==> src/rtl/spi_cfg_pkg.sv <==
// rtl/spi_cfg_pkg.sv - shared constants, register map and FSM states for spi_cfg_master
//   No ports. Imported by spi_cfg_rr_arbiter and spi_cfg_master.
package spi_cfg_pkg;

  localparam int ADDR_W     = 7;
  localparam int DATA_W     = 8;
  localparam int FRAME_W    = 16;
  localparam int WRITE_FLAG = 15;

  // Register map of the SPI register peripheral
  localparam logic [ADDR_W-1:0] ADDR_EN_OUT_LO = 7'h00;
  localparam logic [ADDR_W-1:0] ADDR_EN_OUT_HI = 7'h01;
  localparam logic [ADDR_W-1:0] ADDR_EN_PWM_LO = 7'h02;
  localparam logic [ADDR_W-1:0] ADDR_EN_PWM_HI = 7'h03;
  localparam logic [ADDR_W-1:0] ADDR_PWM_DUTY  = 7'h04;
  localparam logic [ADDR_W-1:0] ADDR_MAX       = 7'h04;

  typedef enum logic [2:0] {
    IDLE,
    SETUP,
    HIGH,
    LOW,
    HOLD,
    GAP
  } state_e;

endpackage

==> src/rtl/spi_cfg_rr_arbiter.sv <==
// rtl/spi_cfg_rr_arbiter.sv - combinational round-robin grant; pointer register lives in the parent
//   valid     in  N_REQ  request vector (already gated to zero when the master is not idle)
//   ptr       in  ID_W   index where the search starts
//   grant     out N_REQ  one-hot grant, zero when no valid
//   grant_idx out ID_W   index of the granted requester
//   any       out 1      some requester is granted
module spi_cfg_rr_arbiter #(
  parameter int N_REQ = 2,
  parameter int ID_W  = 1
) (
  input  logic [N_REQ-1:0] valid,
  input  logic [ID_W-1:0]  ptr,
  output logic [N_REQ-1:0] grant,
  output logic [ID_W-1:0]  grant_idx,
  output logic             any
);

  int idx;

  always_comb begin
    grant     = '0;
    grant_idx = '0;
    any       = 1'b0;
    idx       = 0;
    // Walk the requesters circularly starting at ptr; the first valid one wins.
    for (int k = 0; k < N_REQ; k++) begin
      idx = int'(ptr) + k;
      if (idx >= N_REQ) begin
        idx = idx - N_REQ;
      end
      if (!any && valid[idx]) begin
        grant[idx] = 1'b1;
        grant_idx  = ID_W'(idx);
        any        = 1'b1;
      end
    end
  end

endmodule

==> src/rtl/spi_cfg_master.sv <==
// rtl/spi_cfg_master.sv - round-robin SPI write master emitting 16-bit {1,addr,data} frames
//   Optional build macro: SPI_CFG_ADDR_CHECK_EN (rejects addresses above ADDR_MAX, adds addr_err)
//   clk, rst_n       clock, asynchronous active-low reset
//   req_valid/addr/data  per-requester write requests (7-bit addr, 8-bit data slices)
//   req_ready        one-hot accept pulse, addr/data captured in that cycle
//   busy             accept cycle through last GAP cycle
//   done, done_id    completion pulse in first GAP cycle with requester index
//   SCLK, nCS, COPI  SPI mode 0, MSB first (registered)
//   addr_err         (macro only) pulses with done for a rejected address
module spi_cfg_master
  import spi_cfg_pkg::*;
#(
  parameter int N_REQ   = 2,
  parameter int CLK_DIV = 4,
  parameter int CS_GAP  = 2
) (
  input  logic                                        clk,
  input  logic                                        rst_n,
  input  logic [N_REQ-1:0]                            req_valid,
  input  logic [7*N_REQ-1:0]                          req_addr,
  input  logic [8*N_REQ-1:0]                          req_data,
  output logic [N_REQ-1:0]                            req_ready,
  output logic                                        busy,
  output logic                                        done,
  output logic [((N_REQ > 1) ? $clog2(N_REQ) : 1)-1:0] done_id,
  output logic                                        SCLK,
  output logic                                        nCS,
  output logic                                        COPI
`ifdef SPI_CFG_ADDR_CHECK_EN
  ,
  output logic                                        addr_err
`endif
);

  localparam int ID_W  = (N_REQ > 1) ? $clog2(N_REQ) : 1;
  localparam int CNT_W = $clog2(CS_GAP * CLK_DIV);
  localparam logic [CNT_W-1:0] CNT_DIV = CNT_W'(CLK_DIV - 1);
  localparam logic [CNT_W-1:0] CNT_GAP = CNT_W'(CS_GAP * CLK_DIV - 1);

  state_e               state_q, state_d;
  logic [CNT_W-1:0]     cnt_q, cnt_d;
  logic [3:0]           bit_q, bit_d;
  logic [FRAME_W-1:0]   shift_q, shift_d;
  logic [ID_W-1:0]      ptr_q, ptr_d;
  logic [ID_W-1:0]      id_q, id_d;
  logic                 sclk_q, sclk_d;
  logic                 ncs_q, ncs_d;
  logic                 copi_q, copi_d;
  logic                 done_q, done_d;
  logic [ID_W-1:0]      done_id_q, done_id_d;
`ifdef SPI_CFG_ADDR_CHECK_EN
  logic                 addr_err_q, addr_err_d;
`endif

  logic [N_REQ-1:0]     arb_valid;
  logic [N_REQ-1:0]     grant;
  logic [ID_W-1:0]      grant_idx;
  logic                 grant_any;
  logic [ADDR_W-1:0]    sel_addr;
  logic [DATA_W-1:0]    sel_data;
  logic                 expired;

  // Arbitration only happens in IDLE; requests raised mid-frame simply wait.
  assign arb_valid = (state_q == IDLE) ? req_valid : '0;

  spi_cfg_rr_arbiter #(
    .N_REQ (N_REQ),
    .ID_W  (ID_W)
  ) u_arb (
    .valid     (arb_valid),
    .ptr       (ptr_q),
    .grant     (grant),
    .grant_idx (grant_idx),
    .any       (grant_any)
  );

  assign sel_addr = req_addr[ADDR_W*int'(grant_idx) +: ADDR_W];
  assign sel_data = req_data[DATA_W*int'(grant_idx) +: DATA_W];
  assign expired  = (cnt_q == '0);

  // Handshake outputs follow the arbiter so the grant and the capture share one cycle;
  // the SPI pins and done/done_id are all flops.
  assign req_ready = grant;
  assign busy      = (state_q != IDLE) || grant_any;
  assign done      = done_q;
  assign done_id   = done_id_q;
  assign SCLK      = sclk_q;
  assign nCS       = ncs_q;
  assign COPI      = copi_q;
`ifdef SPI_CFG_ADDR_CHECK_EN
  assign addr_err  = addr_err_q;
`endif

  always_comb begin
    state_d   = state_q;
    cnt_d     = expired ? cnt_q : cnt_q - 1'b1;
    bit_d     = bit_q;
    shift_d   = shift_q;
    ptr_d     = ptr_q;
    id_d      = id_q;
    done_d    = 1'b0;
    done_id_d = done_id_q;
`ifdef SPI_CFG_ADDR_CHECK_EN
    addr_err_d = 1'b0;
`endif

    case (state_q)
      IDLE: begin
        if (grant_any) begin
          ptr_d   = (int'(grant_idx) == N_REQ - 1) ? '0 : grant_idx + 1'b1;
          id_d    = grant_idx;
          shift_d = {1'b1, sel_addr, sel_data};
          bit_d   = 4'd0;
          cnt_d   = CNT_DIV;
          state_d = SETUP;
`ifdef SPI_CFG_ADDR_CHECK_EN
          // Out-of-map writes are acknowledged but never reach the bus.
          if (sel_addr > ADDR_MAX) begin
            state_d    = IDLE;
            done_d     = 1'b1;
            done_id_d  = grant_idx;
            addr_err_d = 1'b1;
          end
`endif
        end
      end
      SETUP: begin
        if (expired) begin
          state_d = HIGH;
          cnt_d   = CNT_DIV;
        end
      end
      HIGH: begin
        if (expired) begin
          cnt_d = CNT_DIV;
          // bit_q is the index of the bit just clocked; after bit 15 the frame is complete.
          if (bit_q == 4'd15) begin
            state_d = HOLD;
          end else begin
            state_d = LOW;
            bit_d   = bit_q + 4'd1;
            shift_d = {shift_q[FRAME_W-2:0], 1'b0};
          end
        end
      end
      LOW: begin
        if (expired) begin
          state_d = HIGH;
          cnt_d   = CNT_DIV;
        end
      end
      HOLD: begin
        if (expired) begin
          state_d   = GAP;
          cnt_d     = CNT_GAP;
          done_d    = 1'b1;
          done_id_d = id_q;
        end
      end
      GAP: begin
        if (expired) begin
          state_d = IDLE;
        end
      end
      default: begin
        state_d = IDLE;
      end
    endcase

    // Pin values are derived from the next state so they change together with it.
    sclk_d = (state_d == HIGH);
    ncs_d  = !(state_d inside {SETUP, HIGH, LOW, HOLD});
    copi_d = ncs_d ? 1'b0 : shift_d[FRAME_W-1];
  end

  always_ff @(posedge clk or negedge rst_n) begin
    if (!rst_n) begin
      state_q   <= IDLE;
      cnt_q     <= '0;
      bit_q     <= '0;
      shift_q   <= '0;
      ptr_q     <= '0;
      id_q      <= '0;
      sclk_q    <= 1'b0;
      ncs_q     <= 1'b1;
      copi_q    <= 1'b0;
      done_q    <= 1'b0;
      done_id_q <= '0;
    end else begin
      state_q   <= state_d;
      cnt_q     <= cnt_d;
      bit_q     <= bit_d;
      shift_q   <= shift_d;
      ptr_q     <= ptr_d;
      id_q      <= id_d;
      sclk_q    <= sclk_d;
      ncs_q     <= ncs_d;
      copi_q    <= copi_d;
      done_q    <= done_d;
      done_id_q <= done_id_d;
    end
  end

`ifdef SPI_CFG_ADDR_CHECK_EN
  always_ff @(posedge clk or negedge rst_n) begin
    if (!rst_n) begin
      addr_err_q <= 1'b0;
    end else begin
      addr_err_q <= addr_err_d;
    end
  end
`endif

endmodule

==> config.mk <==
export PLATFORM = sky130hd
export DESIGN_NAME = spi_cfg_master
export DESIGN_NICKNAME = d
export VERILOG_FILES = /design/src/rtl/spi_cfg_pkg.sv /design/src/rtl/spi_cfg_rr_arbiter.sv /design/src/rtl/spi_cfg_master.sv
export SDC_FILE = /design/constraint.sdc
export NUM_CORES = 1
export LEC_CHECK = 0
export BUFFER_PORTS_ARGS = -buffer_cell sky130_fd_sc_hd__buf_2
export CORE_ASPECT_RATIO = 1.5
export CORE_MARGIN = 2
export CORE_UTILIZATION = 45
export CTS_BUF_LIST = sky130_fd_sc_hd__clkbuf_8 sky130_fd_sc_hd__clkbuf_16
export CTS_CLUSTER_DIAMETER = 200
export DETAILED_ROUTE_END_ITERATION = 8
export GPL_ROUTABILITY_DRIVEN = 0
export PLACE_DENSITY = 0.67
export SLEW_MARGIN = 20
export SYNTH_ARGS = -nofsm -noshare
export SYNTH_HDL_FRONTEND = slang
export SYNTH_SLANG_ARGS = --single-unit
==> constraint.sdc <==
create_clock -name clk -period 2.2 [get_ports clk]
set_input_delay 0.44 -clock clk [delete_from_list [all_inputs] [get_ports clk]]
set_output_delay 0.44 -clock clk [all_outputs]
set_load 0.02 [all_outputs]
# Word level (Yosys, flattened, before mapping)
# Index checks and enable logic that the tools add are counted.
# totals
output_inout_bits	8
in_bits	34
reg_bits	33
elab_cells	100
# op_classes
mul	1
eq_ne	13
shift	2
order_cmp	6
addsub	6
bitwise	1
n_reduce_logical	16
n_mux	43
# op_table
cell	n
32-bit by 1-bit >= comparator with 1-bit output, second input constant	2
32-bit by 3-bit less-than comparator with 1-bit output, second input constant	2
32-bit 2-to-1 mux	2
16-bit 2-to-1 mux	3
32-bit by 3-bit >= comparator with 1-bit output, second input constant	1
16-bit case mux with 2 select lines	1
32-bit by 3-bit subtractor with 32-bit output, second input constant	1
3-bit 2-to-1 mux	10
1-bit 2-to-1 mux	16
16-bit by 5-bit variable part select with 8-bit output	1
3-bit case mux with 5 select lines	1
14-bit by 5-bit variable part select with 7-bit output	1
3-bit by 2-bit == test with 1-bit output, second input constant	4
4-bit 2-to-1 mux	3
3-bit == test, second input constant	3
3-bit case mux with 3 select lines	1
4-bit case mux with 2 select lines	1
3-bit by 1-bit == test with 1-bit output, second input constant	2
3-bit zero test	2
2-bit 2-to-1 mux	3
2-bit inequality test, second input constant	3
4-bit by 1-bit adder with 4-bit output, second input constant	1
4-bit == test, second input constant	1
3-bit by 1-bit multiplier with 4-bit output, first input constant	1
other kinds (17)	22

# Depth between registers and ports, before layout
# Gate-level depths: netlist of run 1.
# logic_depth
ltp_word	14
ltp_mapped	7

# By module
# A second synthesis of run 1 with hierarchy kept.
# unflattened
cells_unflattened	166
hier_area_um2	1706.6
# modules_own_cells
module	n_inst	seq_area_each_um2	cells_per_inst	area_per_inst_um2
spi_cfg_master	1	827.0	161	1674.1
spi_cfg_rr_arbiter	1	0.0	5	32.5

# Worst setup path before layout of run 1
# OpenSTA, ideal clock, no wires.
# synth_timing
kind	register -> output
from	register state_q[2]
to	output port req_ready[0]
required_time_ps	1760
arrival_time_ps	1965
stages_incl_launch_ff	5
slack_ps	-205
path_buffers	2
cell_sequence	dfrtp_1 > buf_6 > or2_0 > buf_2 > a2111oi_0
# synth_via
elab_chain_len	9
# synth_lines
element	line_no	source
from (decl)	spi_cfg_master.sv:40	state_e state_q, state_d;
from (signal assigned)	spi_cfg_master.sv:190	state_q <= state_d;
3-bit zero test (*)	spi_cfg_master.sv:64	assign arb_valid = (state_q == IDLE) ? req_valid : '0;
2-bit 2-to-1 mux (*)	spi_cfg_master.sv:64	
1-bit 2-to-1 mux (not written as such) (3 in series)	spi_cfg_rr_arbiter.sv:31	if (!any && valid[idx]) begin
1-bit 2-to-1 mux	spi_cfg_rr_arbiter.sv:31	
1-bit zero test	spi_cfg_rr_arbiter.sv:31	
1-bit logical AND	spi_cfg_rr_arbiter.sv:31	
2-bit 2-to-1 mux (*)	spi_cfg_rr_arbiter.sv:31	
to (decl)	spi_cfg_master.sv:22	output logic [N_REQ-1:0] req_ready,
# Mark *: on every way between the ends. The rest lies on a longest branch, timed or not. The select of a mux whose other input is x is not followed.

# Worst setup path after layout of run 1
# layout_timing
from	register state_q[0]
to	output port req_ready[0]
# Same word-level chain as after synthesis.

==> implementation parameters, run 1 <==
Parameter                              Value

Run status
  Run status    completed

Yosys
  Most frequent cell after synthesis    dfrtp_1
  Cell area after synthesis    between 1500 and 2000 sq um
  Number of flops mapped to enable cells by yosys    0
  Gate Count Post-Synth    between 150 and 200
  Post-synthesis async set-or-reset flop share    100%
  Synth warnings    0
  Synthesized area divided by synthesized cell count    10.1 sq um
  Most area-hungry cell type in the Yosys netlist    dfrtp_1
  Ranking of synthesized cells by area    dfrtp_1 47%, mux2i_1 11%, o221ai_1 7.2%
  Ranking of synthesized cells by instance count    32 x dfrtp_1, 27 x nand2_1, 20 x inv_1, 18 x mux2i_1, 14 x o221ai_1
  Count of state elements after synthesis    33
  Count of different cell masters after synthesis    36
  Post-synthesis sequential area ratio    between 40% and 50%
  Predominant post-synthesis flop cell    dfrtp_1
  Total nets after synthesis    205
  Share of Yosys cell area claimed by the top area cell type    47.1%

STA
  Minimum clock period    approximately 2.1 ns
  Period utilization    ~95%
  Highest attainable clock frequency    479 MHz
  Count of final max-slew check failures    0
  Transition at the pin with the smallest max-transition slack    about 0.72 ns
  Final setup violation count    0
  Final worst clock skew    0.00403 ns
  RSZ-0062 raised after global routing    false
  Hold Fails Final Rpt    0
  Relative slew margins    between 50 and 60%
  Total negative slack    0 ns

Power
  Maximum VDD drop    just under 0.6 mV
  Pwr Density    ~1100 nW/um^2
  Total power of the final layout    between 2 and 2.5 mW
  Leakage power    just over 1 nW

Global route
  Initial antenna violation count    0
  Global-route wire length before repair    slightly below 6 mm
  Maximum number of pins on one net before global-route repair    34
  Final global-route overflow total    0
  Global Route Usage Sum    about a fifth
  Via count of the first global-routing pass    roughly 1300

Clock tree
  Clk sinks    33
  Clock tree from TritonCTS    built
  Level count of the clock H-tree    2
  Clock buffer count from CTS    5
  Quantity of hold-fixing buffers added after cts    0
  Largest buffer count on any clock path    2
  Clock transition at the register clock pins on the worst setup and hold paths after CTS    0.06 ns
  Clk_lat worst skew    about 0.28 ns
  Root buffer cell    clkbuf_8

Routing
  Average vias per placed instance    ~5.3
  Final routed wire length divided by cell count    13.1 um
  Overall routed net length    3.38 mm
  Count of routing violations after the opening detailed-route iteration    32
  Number of remaining DRC errors    0
  DR vias    around 1400
  Number of detailed-routing iterations run before antenna repair    4
  ANT nets after route    0

Worst setup path
  Kind of cell with the highest combined delay on the critical path    flip-flops
  Critical Path Sink Type    output pin
  Delay of the slowest critical-path stage    0.47 ns
  Critical path type    flip-flop to output pin
  CP Data Arrival Time    1.65 ns
  R2r worst-path depth    6
  Reg-to-Reg End    COPI
  Largest driver fanout on the critical path    7
  Worst flop-to-flop path startpoint    cnt_q[0]
  Worst path slowest cell    dfrtp_1
  Kind of start point of the critical path    flip-flop
  Register-to-register setup slack    around 0.37 ns
  Number of buffers and inverters on the critical path    1
  Worst-path cell chain    or2_1, a2111oi_2, buf_2
  Required time of the worst setup path    around 1.8 ns

Floorplan
  Height of the die    roughly 80 um
  Effective utilization at floorplan    46.6%
  Number of rows in the core area    27
  Core ar.    around 3600 sq um
  Count of pins on the block boundary    42
  Overall die area    between 4000 and 5000 sq um
  Width of the chip    around 54 um

Place
  Port buffer count    slightly above 40
  Final HPWL DP    ~2.5 mm

Final layout
  Layout cell share with drive strength beyond 1    between 20% and 30%
  Count of nets after finishing    250
  Antenna cells    0
  Area growth from synthesis to layout    20.2%

Hold path
  Class of the tightest hold or removal check    input pin to asynchronous set/reset pin

Run
  Max-cap violations    0
==> repair_timing <==
item	CTS	global route
buffers inserted	0	1
pin swaps	0	1
gates resized for setup	1	1
setup endpoints to repair	1	2
==> area by class of cell <==
cell class,count,area (sq um)
clock buffers,5,68.8
clock inverters,3,13.8
fillers,343,1610
inverters,20,75.1
multi-input cells,106,754
flip-flops and latches,33,827
well taps,43,53.8
repair buffers,47,250
==> state kept, by name, indices dropped and copies added (netlist names) <==
signal	flops
shift_q	16
bit_q	4
cnt_q	3
state_q	3
COPI	1
SCLK	1
done	1
done_id	1
id_q	1
nCS	1
ptr_q	1
==> worst max-delay path by stage <==
stage	start	endpoint	depth (start not counted)
3_5_place_dp	state_q[0]	req_ready[0]	3
5_1_grt	state_q[0]	req_ready[0]	3
6_report	state_q[0]	req_ready[0]	3
2_1_floorplan	state_q[2]	req_ready[0]	4
3_3_place_gp	state_q[0]	req_ready[0]	3
4_1_cts	state_q[0]	req_ready[0]	3
==> cells by family after synthesis <==
logic type                 Yosys count  synth area share, %
muxes                               19                 11.3
buffers and inverters               29                 7.36
DFF                                 33                 48.6
xor gates and xnor gates             1                0.515
and+or+nand+nor                     49                 14.7
adders and majority gates            3                 2.21
AOI/OAI and AO/OA                   34                 15.3
==> layer usage <==
metal,vias to the layer above,part of all wire [%],global-route usage (%)
met2,46,51,30.4
met5,-,0,0
met1,632,42,23.0
met4,0,1.4,7.50
met3,5,5.5,4.51
li1,674,-,-
==> power breakdown <==
part / leakage (nW) / internal [mW] / total (mW) / switching (mW)
Clock: 0.0491 / 0.214 / 0.425 / 0.211
Combinational: 0.600 / 0.352 / 0.744 / 0.392
Sequential: 0.385 / 0.860 / 1.03 / 0.172
==> placed cells by master (no fill, tap or decap), drive strengths merged, types with 2 or more instances in the layout <==
cell	instances
inv	21
nand2	27
mux2i	18
nand3	2
clkinv	2
nor2b	2
ha	3
buf	47
o221ai	14
nor2	8
a21oi	6
clkbuf	5
o21ai	5
dfrtp	32
nor3	2
o31ai	2
nand3b	3
==> metrics by stage <==
| step | cells | setup slack [ns] | util, % | hold slack [ns] | cell area [sq um] |
|---|---|---|---|---|---|
| after floorplan | 168 | 0.0431 | - | 0.144 | 1700 |
| after global placement | 248 | 0.378 | 53.4 | 0.454 | 1950 |
| after detailed placement | 248 | 0.310 | 53.4 | 0.465 | 1950 |
| after CTS | 256 | 0.0255 | 55.7 | 0.229 | 2030 |
| after global routing | 257 | 0.00853 | 56.0 | 0.260 | 2040 |
| final | 257 | 0.110 | 56.0 | 0.206 | 2040 |
Note: power is estimated with default switching activity, not from simulation.
==> inputs of run 2 (changes only) <==
- BUFFER_PORTS_ARGS: -buffer_cell sky130_fd_sc_hd__buf_2 -> -buffer_cell sky130_fd_sc_hd__clkbuf_2
==> run 2 against run 1 <==
Net effect:
- cell count stayed put
- clock skew grew 0.0055 ns
- first-iteration DRC count increased by 22%
- clock-buffer cell count stayed put
- largest cell class unchanged
- sequential power about the same
- highest routed layer unchanged
- global-route usage is 1.2 points higher
- final area is 0.25% lower
- critical path depth did not move
- flip-flop and latch count unchanged
- non-clock buffer count unchanged
- total power up 0.89%
==> implementation parameters, run 2 (synthesis results as in run 1) <==
Parameter                              Value

Clock tree
  Root buffer cell    clkbuf_8 (unchanged)
  Level count of the clock H-tree    2 (unchanged)
  Clk_lat worst skew    0.29 ns (was 0.28 ns)
  Largest buffer count on any clock path    2 (unchanged)
  Clock transition at the register clock pins on the worst setup and hold paths after CTS    0.07 ns (was 0.06 ns)
  Quantity of hold-fixing buffers added after cts    0 (unchanged)
  Clk sinks    33 (unchanged)
  Clock buffer count from CTS    5 (unchanged)
  Clock tree from TritonCTS    built (unchanged)

Floorplan
  Width of the chip    54.2 um (unchanged)
  Overall die area    4300 sq um (unchanged)
  Core ar.    3650 sq um (unchanged)
  Number of rows in the core area    27 (unchanged)
  Effective utilization at floorplan    46.6% (unchanged)
  Height of the die    79.3 um (unchanged)
  Count of pins on the block boundary    42 (unchanged)

STA
  Minimum clock period    2.14 ns (was 2.09 ns)
  Highest attainable clock frequency    466 MHz (was 479 MHz)
  Relative slew margins    46.7% (was 52.1%)
  Hold Fails Final Rpt    0 (unchanged)
  Total negative slack    0 ns (unchanged)
  Transition at the pin with the smallest max-transition slack    0.799 ns (was 0.719 ns)
  Final WS setup    0.0553 ns (was 0.110 ns)
  Final setup violation count    0 (unchanged)
  RSZ-0062 raised after global routing    false (unchanged)
  Count of final max-slew check failures    0 (unchanged)
  Period utilization    97.5% (was 95.0%)
  Final worst clock skew    0.00951 ns (was 0.00403 ns)
  Smallest hold slack    0.229 ns (was 0.206 ns)

Final layout
  Count of nets after finishing    250 (unchanged)
  Final instance count without filler cells    257 (unchanged)
  Filler cells    330 (was 343)
  Commonest cells after routing, fill and taps aside    41 x clkbuf_2, 32 x dfrtp_1, 27 x nand2_1 (was 41 x buf_2, 32 x dfrtp_1, 27 x nand2_1)
  Post-route cell area    2040 sq um (about the same)
  Largest register by flop count    shift_q (unchanged)
  Largest register FFs    16 (unchanged)
  Antenna cells    0 (unchanged)
  Leading cell type in the layout, fill and taps excluded    clkbuf_2 (was buf_2)
  Layout cell share with drive strength beyond 1    29.0% (was 29.4%)
  Largest registers ranked by flip-flop count    shift_q x16, bit_q x4 (unchanged)
  Final Util    55.9% (was 56.0%)
  Area growth from synthesis to layout    19.9% (was 20.2%)

Worst setup path
  Kind of start point of the critical path    flip-flop (unchanged)
  Required time of the worst setup path    1.76 ns (about the same)
  Largest driver fanout on the critical path    7 (unchanged)
  Critical path type    flip-flop to output pin (unchanged)
  CP Data Arrival Time    1.70 ns (was 1.65 ns)
  Register-to-register setup slack    0.37 ns (about the same)
  Worst path slowest cell    dfrtp_1 (unchanged)
  Delay of the slowest critical-path stage    0.47 ns (about the same)
  Worst-path cell chain    or2_1, a2111oi_1, clkbuf_2 (was or2_1, a2111oi_2, buf_2)
  Number of buffers and inverters on the critical path    1 (unchanged)
  Kind of cell with the highest combined delay on the critical path    flip-flops (unchanged)
  Critical Path Sink Type    output pin (unchanged)

Power
  Total power of the final layout    2.22 mW (was 2.20 mW)
  Maximum VDD drop    0.556 mV (was 0.584 mV)
  Leakage power    1.04 nW (was 1.03 nW)
  Pwr Density    1090 nW/um^2 (was 1080 nW/um^2)

Place
  Port buffer count    41 (unchanged)
  DP Worst Slack    0.342 ns (was 0.310 ns)
  Total cell area at the placement stage    1950 sq um (unchanged)
  Final HPWL DP    2.63 mm (was 2.46 mm)
  Instance count after placement with tap cells included    248 (unchanged)

Global route
  Final global-route overflow total    0 (unchanged)
  Global-route wire length before repair    6.23 mm (was 5.82 mm)
  Maximum number of pins on one net before global-route repair    34 (unchanged)
  Initial antenna violation count    0 (unchanged)
  Global Route Usage Sum    19.8% (was 18.7%)
  Via count of the first global-routing pass    1434 (was 1343)

Routing
  Final routed wire length divided by cell count    13.8 um (was 13.1 um)
  Number of remaining DRC errors    0 (unchanged)
  Average vias per placed instance    5.30 (was 5.28)
  Count of routing violations after the opening detailed-route iteration    39 (was 32)
  ANT nets after route    0 (unchanged)
  Overall routed net length    3.56 mm (was 3.38 mm)
  DR vias    1363 (was 1357)
  Number of detailed-routing iterations run before antenna repair    4 (unchanged)

Hold path
  Class of the tightest hold or removal check    input pin to asynchronous set/reset pin (unchanged)

Run
  Max-cap violations    0 (unchanged)

Run status
  Run status    completed (unchanged)
run 2: final timing paths:
path                             start  cells past startpoint            to
max in group asynchronous        rst_n                      1      bit_q[3]
hold reg to reg                   id_q                      2          id_q
hold / removal                   rst_n                      1          done
setup reg to reg              cnt_q[0]                      7    shift_q[5]
setup / recovery            state_q[0]                      3  req_ready[0]
min in group clk           req_data[8]                      3    shift_q[0]
run 2: repair_timing:
item                       in CTS  in global routing
resized for setup               0                  1
setup endpoints to repair       0                  2
buffers inserted                0                  1
run 2: layout make-up:
class	instances	area [sq um]	share of cell area, %
tap	43	53.8	2.64
sequential	33	827	40.6
clock buffer	5	68.8	3.38
inverter	20	75.1	3.68
clock inverter	3	13.8	0.675
timing repair buffer	47	250	12.3
multi-input combinational	106	749	36.8
run 2: power breakdown:
part / internal, mW / total, mW / switching [mW]
combinational: 0.352 / 0.753 / 0.401
sequential: 0.860 / 1.04 / 0.177
clock: 0.214 / 0.430 / 0.215
total: 1.43 / 2.22 / 0.794
run 2: worst register-to-register path, delay by kind of cell (launching register included):
family,cells,cell delay [ns]
simple gates,3,0.70
fa+ha+maj,1,0.22
buf+inv,2,0.36
compound gates,1,0.07
flops,1,0.39
run 2: routing by layer:
metal	global-route usage, %	up-vias	wire (um)
met2	31.9	50	1790
li1	-	677	-
met4	8.75	0	59
met1	24.7	631	1520
met3	4.32	5	194
met5	0	-	0
==> inputs of run 3 (changes only) <==
- CORE_UTILIZATION: 45 -> 52
- PLACE_DENSITY: 0.67 -> 0.76
==> run 3 against run 2 <==
Net effect:
- clock power is 2% higher
- flip-flop and latch count is the same
- combinational power is 2% higher
- critical path type unchanged
- largest power group unchanged
- highest routed layer unchanged
==> implementation parameters, run 3 (synthesis results as in run 1) <==
Parameter                              Value

Routing
  Number of remaining DRC errors    0 (unchanged)
  Overall routed net length    3.56 mm (about the same)
  Final routed wire length divided by cell count    14.1 um (was 13.8 um)
  DR vias    1377 (was 1363)
  Number of detailed-routing iterations run before antenna repair    4 (unchanged)
  ANT nets after route    0 (unchanged)
  Count of routing violations after the opening detailed-route iteration    35 (was 39)
  Average vias per placed instance    5.44 (was 5.30)

Clock tree
  Level count of the clock H-tree    2 (unchanged)
  Clk_lat worst skew    0.27 ns (was 0.29 ns)
  Clk sinks    33 (unchanged)
  Root buffer cell    clkbuf_8 (unchanged)
  Quantity of hold-fixing buffers added after cts    0 (unchanged)
  Largest buffer count on any clock path    2 (unchanged)
  Clock transition at the register clock pins on the worst setup and hold paths after CTS    0.06 ns (was 0.07 ns)
  Clock buffer count from CTS    5 (unchanged)
  Clock tree from TritonCTS    built (unchanged)

Final layout
  Largest register by flop count    shift_q (unchanged)
  Commonest cells after routing, fill and taps aside    41 x clkbuf_2, 32 x dfrtp_1, 27 x nand2_1 (unchanged)
  Footprint of the flip-flops and latches    827 sq um (unchanged)
  Largest registers ranked by flip-flop count    shift_q x16, bit_q x4 (unchanged)
  Filler cells    281 (was 330)
  Antenna cells    0 (unchanged)
  Final Util    65.8% (was 55.9%)
  Leading cell type in the layout, fill and taps excluded    clkbuf_2 (unchanged)
  Largest register FFs    16 (unchanged)
  Area growth from synthesis to layout    21.0% (was 19.9%)
  Multi-input gate area in the final layout    757 sq um (was 749 sq um)
  Layout cell share with drive strength beyond 1    29.6% (was 29.0%)
  Count of nets after finishing    250 (unchanged)

STA
  Final worst clock skew    0.00423 ns (was 0.00951 ns)
  Transition at the pin with the smallest max-transition slack    0.796 ns (was 0.799 ns)
  Count of final max-slew check failures    0 (unchanged)
  Relative slew margins    46.9% (was 46.7%)
  Final setup violation count    0 (unchanged)
  Hold Fails Final Rpt    0 (unchanged)
  Highest attainable clock frequency    484 MHz (was 466 MHz)
  Period utilization    93.8% (was 97.5%)
  Smallest hold slack    0.243 ns (was 0.229 ns)
  Total negative slack    0 ns (unchanged)
  Minimum clock period    2.06 ns (was 2.14 ns)
  RSZ-0062 raised after global routing    false (unchanged)
  Final WS setup    0.136 ns (was 0.0553 ns)

Run
  Max-cap violations    0 (unchanged)

Worst setup path
  R2r worst-path depth    7 (unchanged)
  CP Data Arrival Time    1.62 ns (was 1.70 ns)
  Delay of the slowest critical-path stage    0.38 ns (was 0.47 ns)
  Worst path slowest cell    dfrtp_1 (unchanged)
  Critical Path Sink Type    output pin (unchanged)
  Critical path type    flip-flop to output pin (unchanged)
  Kind of start point of the critical path    flip-flop (unchanged)
  Register-to-register setup slack    0.40 ns (was 0.37 ns)
  Required time of the worst setup path    1.76 ns (about the same)
  Largest driver fanout on the critical path    9 (was 7)
  Worst-path cell chain    buf_4, nor3_4, o211ai_1, inv_1, clkbuf_2 (was or2_1, a2111oi_1, clkbuf_2)

Place
  Port buffer count    41 (unchanged)
  DP Worst Slack    0.275 ns (was 0.342 ns)
  Final HPWL DP    2.65 mm (was 2.63 mm)

Power
  Pwr Density    1090 nW/um^2 (about the same)
  Leakage power    1.04 nW (about the same)
  Maximum VDD drop    0.698 mV (was 0.556 mV)

Global route
  Initial antenna violation count    0 (unchanged)
  Global-route wire length before repair    6.07 mm (was 6.23 mm)
  Maximum number of pins on one net before global-route repair    34 (unchanged)
  Via count of the first global-routing pass    1400 (was 1434)
  Final global-route overflow total    0 (unchanged)
  Global Route Usage Sum    21.9% (was 19.8%)

Floorplan
  Height of the die    74.0 um (was 79.3 um)
  Effective utilization at floorplan    54.4% (was 46.6%)
  Core ar.    3130 sq um (was 3650 sq um)
  Width of the chip    50.7 um (was 54.2 um)
  Overall die area    3750 sq um (was 4300 sq um)
  Number of rows in the core area    25 (was 27)
  Count of pins on the block boundary    42 (unchanged)

Hold path
  Class of the tightest hold or removal check    input pin to asynchronous set/reset pin (unchanged)

Run status
  Run status    completed (unchanged)
==> run 3: critical path: cells and delay by family (launching register included) <==
kind / cells / cell delay (ns)
flops: 1 / 0.38
simple gates: 1 / 0.28
compound gates: 1 / 0.22
buf+inv: 3 / 0.46
==> run 3: metrics by stage <==
| stage | power, mW | cell area, sq um | std cells |
|---|---|---|---|
| floorplan | 1.59 | 1700 | 168 |
| global route | 2.42 | 2060 | 253 |
| finish | 2.24 | 2060 | 253 |
| CTS | 2.26 | 2060 | 253 |
| detailed placement | 1.81 | 1960 | 246 |
| global placement | 1.74 | 1960 | 246 |
==> run 3: final timing paths <==
path / end / start
setup / recovery: req_ready[1] / state_q[2]
hold / removal: done_id / rst_n
setup reg to reg: bit_q[3] / cnt_q[0]
hold reg to reg: id_q / id_q
max in group asynchronous: cnt_q[0] / rst_n
min in group clk: shift_q[0] / req_data[0]
==> run 3: power by group <==
part	total [mW]	switching, mW	internal (mW)
logic	0.765	0.399	0.366
registers	1.04	0.179	0.861
clock network	0.440	0.197	0.243
total	2.24	0.775	1.47
==> run 3: final cells by class <==
cell class	count	area share, %
multi-input cells	106	36.8
well taps	40	2.43
inverters	20	3.65
repair buffers	47	12.8
clock buffers	6	4.01
clock inverters	1	0.182
flip-flops and latches	33	40.2
==> run 3: timing repair <==
item                       in CTS  in global routing
setup endpoints to repair       1                  1
setup buffers                   0                  0
gates resized for setup         1                  2
==> run 3: metal layers <==
| metal | vias to the layer above | global-route usage (%) | part of all wire (%) |
|---|---|---|---|
| met5 | - | 0 | 0 |
| met2 | 40 | 40.6 | 57 |
| met4 | 0 | 9.01 | 0.87 |
| met1 | 661 | 23.2 | 39 |
| met3 | 4 | 6.02 | 4.0 |
| li1 | 672 | - | - |
